--- src/rtl/ahb_seg_display.sv ---
// AHB-Lite slave that drives a multiplexed 7-segment display.
// Bus writes land in shadow registers. They reach the pins only through a
// COMMIT that waits for a frame boundary, so a frame never mixes old and new digits.
module ahb_seg_display #(
  parameter int NUM_DIGITS  = 4,
  parameter int REFRESH_DIV = 1024
) (
  input  logic                  HCLK,
  input  logic                  HRESET,
  input  logic [31:0]           HADDR,
  input  logic [31:0]           HWDATA,
  input  logic [2:0]            HSIZE,
  input  logic [1:0]            HTRANS,
  input  logic                  HWRITE,
  input  logic                  HREADY,
  input  logic                  HSEL,
  output logic [31:0]           HRDATA,
  output logic                  HREADYOUT,
  output logic [7:0]            Seg,
  output logic [NUM_DIGITS-1:0] nDigit
);

  localparam int              PW          = (REFRESH_DIV > 1) ? $clog2(REFRESH_DIV) : 1;
  localparam logic [PW-1:0]   PRESC_LAST  = PW'(REFRESH_DIV - 1);
  localparam logic [2:0]      LAST_DIGIT  = 3'(NUM_DIGITS - 1);
  localparam logic [7:0]      DIGIT_MASK  = 8'((16'd1 << NUM_DIGITS) - 16'd1);

  localparam logic [2:0] ADDR_CTRL    = 3'd0;
  localparam logic [2:0] ADDR_STATUS  = 3'd1;
  localparam logic [2:0] ADDR_BRIGHT  = 3'd2;
  localparam logic [2:0] ADDR_DATA_LO = 3'd4;
  localparam logic [2:0] ADDR_DATA_HI = 3'd5;

  localparam logic [6:0] FONT [16] = '{
    7'h3F, 7'h06, 7'h5B, 7'h4F, 7'h66, 7'h6D, 7'h7D, 7'h07,
    7'h7F, 7'h6F, 7'h77, 7'h7C, 7'h39, 7'h5E, 7'h79, 7'h71
  };

  // Bus data-phase state
  logic       r_dp_valid;
  logic       r_dp_write;
  logic [2:0] r_dp_addr;

  // Control and display state
  logic                  r_en;
  logic [7:0]            r_hexmask;
  logic [3:0]            r_bright;
  logic                  r_pending;
  logic [7:0]            r_shadow [NUM_DIGITS];
  logic [7:0]            r_active [NUM_DIGITS];
  logic [PW-1:0]         r_presc;
  logic [2:0]            r_index;
  logic [3:0]            r_pwm;
  logic [7:0]            r_seg;
  logic [NUM_DIGITS-1:0] r_ndigit;

  logic                  w_wr;
  logic                  w_rd;
  logic                  w_wrap;
  logic                  w_commit;
  logic                  w_on;
  logic [7:0]            w_shadow_next [NUM_DIGITS];
  logic [63:0]           w_shadow_flat;
  logic [63:0]           w_active_flat;
  logic [7:0]            w_byte;
  logic [7:0]            w_seg_dec;
  logic [NUM_DIGITS-1:0] w_sel;
  logic                  w_unused;

  // Only the word offset HADDR[4:2] is decoded. HSIZE is ignored because all transfers are words.
  assign w_unused  = ^{HSIZE, HADDR[31:5], HADDR[1:0]};
  assign HREADYOUT = 1'b1;
  assign Seg       = r_seg;
  assign nDigit    = r_ndigit;

  assign w_wr     = r_dp_valid &  r_dp_write;
  assign w_rd     = r_dp_valid & ~r_dp_write;
  assign w_wrap   = r_en && (r_presc == PRESC_LAST) && (r_index == LAST_DIGIT);
  assign w_commit = r_pending && (!r_en || w_wrap);
  assign w_on     = r_en && (r_pwm <= r_bright);

  // Capture the address phase of every transfer that targets this slave
  // NOTE: sequential state uses <= so each register samples only pre-edge values.
  always_ff @(posedge HCLK) begin
    if (HRESET) begin
      r_dp_valid <= 1'b0;
      r_dp_write <= 1'b0;
      r_dp_addr  <= '0;
    end else begin
      r_dp_valid <= HREADY && HSEL && (HTRANS != 2'b00);
      r_dp_write <= HWRITE;
      r_dp_addr  <= HADDR[4:2];
    end
  end

  // Shadow contents after this cycle's write. A commit copies this value, so a write in the same cycle is included.
  // NOTE: always_comb assigns a default first, so no path can infer a latch.
  always_comb begin
    for (int k = 0; k < NUM_DIGITS; k++) begin
      w_shadow_next[k] = r_shadow[k];
      if (w_wr && r_dp_addr == ((k < 4) ? ADDR_DATA_LO : ADDR_DATA_HI))
        w_shadow_next[k] = HWDATA[8*(k%4) +: 8];
    end
  end

  // Pack shadow and active bytes into 8-byte vectors, with unimplemented digits reading 0
  always_comb begin
    w_shadow_flat = '0;
    w_active_flat = '0;
    for (int k = 0; k < NUM_DIGITS; k++) begin
      w_shadow_flat[8*k +: 8] = r_shadow[k];
      w_active_flat[8*k +: 8] = r_active[k];
    end
  end

  // Read mux, driven only while a read data phase is in progress
  always_comb begin
    HRDATA = '0;
    if (w_rd) begin
      case (r_dp_addr)
        ADDR_CTRL:    HRDATA = {16'd0, r_hexmask, 7'd0, r_en};
        ADDR_STATUS:  HRDATA = {20'd0, 4'(NUM_DIGITS), 1'b0, r_index, 3'd0, r_pending};
        ADDR_BRIGHT:  HRDATA = {28'd0, r_bright};
        ADDR_DATA_LO: HRDATA = w_shadow_flat[31:0];
        ADDR_DATA_HI: HRDATA = w_shadow_flat[63:32];
        default:      HRDATA = '0;
      endcase
    end
  end

  // Register writes, commit request, and the frame-synchronous shadow-to-active copy
  // NOTE: the byte arrays are reset explicitly, so a reset discards any half-built or pending frame.
  always_ff @(posedge HCLK) begin
    if (HRESET) begin
      r_en      <= 1'b0;
      r_hexmask <= '0;
      r_bright  <= 4'hF;
      r_pending <= 1'b0;
      for (int k = 0; k < NUM_DIGITS; k++) begin
        r_shadow[k] <= '0;
        r_active[k] <= '0;
      end
    end else begin
      if (w_wr && r_dp_addr == ADDR_CTRL) begin
        r_en      <= HWDATA[0];
        r_hexmask <= HWDATA[15:8] & DIGIT_MASK;
      end
      if (w_wr && r_dp_addr == ADDR_BRIGHT)
        r_bright <= HWDATA[3:0];
      for (int k = 0; k < NUM_DIGITS; k++)
        r_shadow[k] <= w_shadow_next[k];
      if (w_commit) begin
        for (int k = 0; k < NUM_DIGITS; k++)
          r_active[k] <= w_shadow_next[k];
        r_pending <= 1'b0;
      end else if (w_wr && r_dp_addr == ADDR_CTRL && HWDATA[1]) begin
        r_pending <= 1'b1;
      end
    end
  end

  // Scan prescaler, digit index and free-running PWM counter
  always_ff @(posedge HCLK) begin
    if (HRESET) begin
      r_presc <= '0;
      r_index <= '0;
      r_pwm   <= '0;
    end else begin
      r_pwm <= r_pwm + 4'd1;
      if (!r_en) begin
        r_presc <= '0;
        r_index <= '0;
      end else if (r_presc == PRESC_LAST) begin
        r_presc <= '0;
        r_index <= (r_index == LAST_DIGIT) ? 3'd0 : r_index + 3'd1;
      end else begin
        r_presc <= r_presc + PW'(1);
      end
    end
  end

  assign w_byte    = w_active_flat[{r_index, 3'b000} +: 8];
  assign w_seg_dec = r_hexmask[r_index] ? {w_byte[7], FONT[w_byte[3:0]]} : w_byte;
  assign w_sel     = ~(NUM_DIGITS'(1) << r_index);

  // Registered pin drivers, blanked whenever the display is disabled or in the PWM off time
  always_ff @(posedge HCLK) begin
    if (HRESET) begin
      r_seg    <= '0;
      r_ndigit <= '1;
    end else if (w_on) begin
      r_seg    <= w_seg_dec;
      r_ndigit <= w_sel;
    end else begin
      r_seg    <= '0;
      r_ndigit <= '1;
    end
  end

endmodule

--- config.mk ---
export PLATFORM = sky130hd
export DESIGN_NAME = ahb_seg_display
export DESIGN_NICKNAME = d
export VERILOG_FILES = /design/src/rtl/ahb_seg_display.sv
export SDC_FILE = /design/constraint.sdc
export NUM_CORES = 1
export LEC_CHECK = 0
export BUFFER_PORTS_ARGS = -buffer_cell sky130_fd_sc_hd__buf_4
export CAP_MARGIN = 20
export CORE_MARGIN = 2
export CORE_UTILIZATION = 35
export DETAILED_ROUTE_END_ITERATION = 7
export PLACE_DENSITY = 0.54
export SLEW_MARGIN = 20
export SYNTH_ARGS = -nofsm -noshare
export SYNTH_HDL_FRONTEND = slang
export SYNTH_SLANG_ARGS = --single-unit
--- constraint.sdc ---
create_clock -name HCLK -period 3.8 [get_ports HCLK]
set_clock_uncertainty 0.15 [all_clocks]
set_input_delay 0.76 -clock HCLK [delete_from_list [all_inputs] [get_ports HCLK]]
set_output_delay 0.76 -clock HCLK [all_outputs]
set_load 0.02 [all_outputs]
==> impl_metrics.toml <==
[outcome]
outcome = "finished, final reports clean"

[cts]
clock-sinks = 108
cts_buffers = 9
cts_max_level = 3
cts_hold_buf = 0
cts_resized = 0
cts-root-buf = "clkbuf_16"
clk_path_buf_depth = 2
clkTransAtPathRegs_ns = 0.07
worstSkewPairLatency_ns = 0.36
cts_tree = "yes"
post_cts_buffers = 0

[sta]
fin_tns_setup_ns = 0
period_share_pct = 75.2
fmax_mhz = 350
tightest_slew_ns = 0.820
rsz0062_at_grt = "false"
min_period_ns = 2.86
hold_slack_ns = 0.316
hold_viol = 0
final_max_slew_viol_count = 0
slew_headroom_pct = 45.3
setup_viol = 0

[power_and_ir_drop]
powerDensity_nw_per_um2 = 378
finalPower_mw = 2.30
power.leakage_nw = 2.35
peakVddDrop_uv = 219

[flow_run]
drv_cap = 0

[routing]
drt-total-wl_um = 11300
vias = 3666
drt-initial-drc-count = 241
postRouteAntennaNets = 0
routedWlPerCell_um = 15.3
vias_per_cell = 4.95
drc = 0
dr.pass1.iters = 6

[layout]
area_growth_pct = 21.6
nets = 647
num-fill-cells = 1363
drive_gt1_share_pct = 22.1
num_antenna_cells = 0

[synth]
syn-num-nets = 575
yosysTopAreaCell = "dfxtp_1"
ys.flop_type = "dfxtp_1"
ys_types = 51
yosysTopAreaCellShare_pct = 30.4
yosys_warnings = 0
syn_area_sq_um = 5010
synth_edf_count = 32
synthTopCellsByArea = "dfxtp_1 (30%), edfxtp_1 (19%), mux2i_1 (9.8%)"
async_flop_share_pct = 0
synth.avg_cell_area_sq_um = 10.3
yosysSeqAreaShare_pct = 49.6
synth_seq_cells = 108
netlist_instances = 484

[global_route]
antenna_found_initial = 0
grt_pass1_wl_um = 18700
first_global_vias = 3721
grt_usage_pct = 16.0
grt_max_degree = 82
overflow = 0

[worst_setup_path]
worst_ep_required_time_ns = 3.89
critPathBufInv = 1
crit_top_cell = "nor2b_1"
rr_worst_depth = 8
path_class = "reg -> reg"
crit_fanout = 9
critPathSlowestCell = "dfxtp_1"
cp.arrival_ns = 2.95
r2r_setup_slack_ns = 0.94
cpPeakStageDelay_ns = 0.60
startpoint_type = "flop"
critPathTopFamily = "simple AND/OR/NAND/NOR gates"
r2r-start = "r_index[0]$_SDFFE_PP0N_"
crit_path_end_kind = "flop"
timing.rr.end = "Seg[4]$_SDFF_PP0_"
worstPathCellList = "mux4_2 > nor2b_1 > inv_1 > ha_1 > nor2b_1 > a22oi_1 > o22ai_1 > nor4_1"

[floorplanning]
die_h_um = 124
pin_count = 119
row_count = 43
die_area_sq_um = 15300
fp.dieW_um = 124
start_util_pct = 35.9
fp.coreArea_sq_um = 13900

[hold_path]
min_to = "r_presc[0]$_SDFF_PP0_"
min_path_type = "reg -> reg"
hp-start = "r_presc[0]$_SDFF_PP0_"
whs_path_depth = 1

[placement]
hpwl_um = 8110
io_buffers = 85
gp_congestion = 0.809
==> per-layer routing <==
layer	vias to the layer above	track usage, %	wire, um
li1	1827	-	-
met1	1752	21.9	5540
met2	77	24.7	5200
met3	10	3.94	417
met4	0	5.47	187
met5	-	0	0
==> sequential cells by signal, summed over array words and instances (netlist names) <==
register / cells
r_en: 1
r_active: 32
nDigit: 4
Seg: 8
r_hexmask: 4
r_bright: 4
r_dp_valid: 1
r_dp_addr: 3
r_shadow: 32
r_dp_write: 1
r_presc: 10
r_pwm: 4
r_pending: 1
r_index: 3
==> area by class of cell <==
cell class                 instances  area (sq um)  share of cell area [%]
tap                              180           225                    3.70
timing repair buffer              92           691                    11.3
clock inverter                     6          76.3                    1.25
multi-input combinational        330          2330                    38.3
inverter                          15          56.3                   0.924
sequential                       108          2480                    40.7
clock buffer                      10           229                    3.76
==> power by group <==
group	switching (mW)	internal (mW)	total (mW)
Sequential	0.0137	1.20	1.21
Combinational	0.0551	0.0527	0.108
Clock	0.454	0.526	0.980
==> worst max path at each step <==
stage | cells past startpoint | to | from
floorplan | 7 | r_active[0][0]$_SDFFCE_PN0P_ | r_presc[0]$_SDFF_PP0_
global placement | 7 | Seg[4]$_SDFF_PP0_ | r_index[0]$_SDFFE_PP0N_
detailed placement | 8 | Seg[4]$_SDFF_PP0_ | r_index[0]$_SDFFE_PP0N_
CTS | 8 | Seg[4]$_SDFF_PP0_ | r_index[0]$_SDFFE_PP0N_
global route | 8 | Seg[4]$_SDFF_PP0_ | r_index[0]$_SDFFE_PP0N_
finish | 8 | Seg[4]$_SDFF_PP0_ | r_index[0]$_SDFFE_PP0N_
==> stage by stage <==
| stage | instance area [sq um] | utilization (%) | cells | worst slack [ns] |
|---|---|---|---|---|
| 2_1_floorplan | 5010 | - | 484 | 1.10 |
| 5_1_grt | 6090 | 43.7 | 741 | 0.671 |
| 3_5_place_dp | 5790 | 41.5 | 725 | 0.962 |
| 4_1_cts | 6090 | 43.7 | 741 | 0.941 |
| 3_3_place_gp | 5790 | 41.5 | 725 | 0.945 |
| 6_report | 6090 | 43.7 | 741 | 0.941 |
==> kinds of logic (layout without fill, tap and decap cells) <==
kind of cell | after synthesis | in the layout | share of synthesized area, %
adders and majority gates | 17 | 17 | 4.25
other | 1 | 1 | 0.0749
buffers and inverters | 46 | 123 | 4.02
and+or+nand+nor | 205 | 205 | 20.9
muxes | 58 | 58 | 13.7
AOI/OAI and AO/OA | 39 | 39 | 5.75
xor gates and xnor gates | 10 | 10 | 1.75
DFF | 108 | 108 | 49.6
==> synth_stat cells (2+ instances only) <==
master and instances:
a211o_1 3, a21oi_1 7, a22oi_1 7, and2_1 24
and3_1 3, and4_1 2, buf_2 5, buf_4 4
clkbuf_1 20, dfxtp_1 76, edfxtp_1 32, ha_1 17
inv_1 15, mux2i_1 49, mux4_2 8, nand2_1 22
nand2b_1 7, nand3_1 7, nand3b_1 4, nand4_1 3
nor2_1 65, nor2b_1 17, nor3_1 38, nor3b_2 2
nor4b_1 2, o211ai_1 7, o22ai_1 3, or2_2 2
or3_1 3, xnor2_1 5, xor2_1 5
==> placed cells by master (no fill, tap or decap), drive strengths merged, types with 2 or more instances in the layout <==
cell	instances
a211o	3
a21oi	8
a22oi	7
and2	25
and3	3
and4	2
buf	92
clkbuf	10
dfxtp	76
edfxtp	32
ha	17
inv	20
mux2i	49
mux4	8
nand2	22
nand2b	8
nand3	7
nand3b	4
nand4	3
nor2	65
nor2b	17
nor3	38
nor3b	2
nor4b	2
o211ai	7
o22ai	3
or2	2
or3	3
xnor2	5
xor2	5
Power figures use the tool's default switching activity.
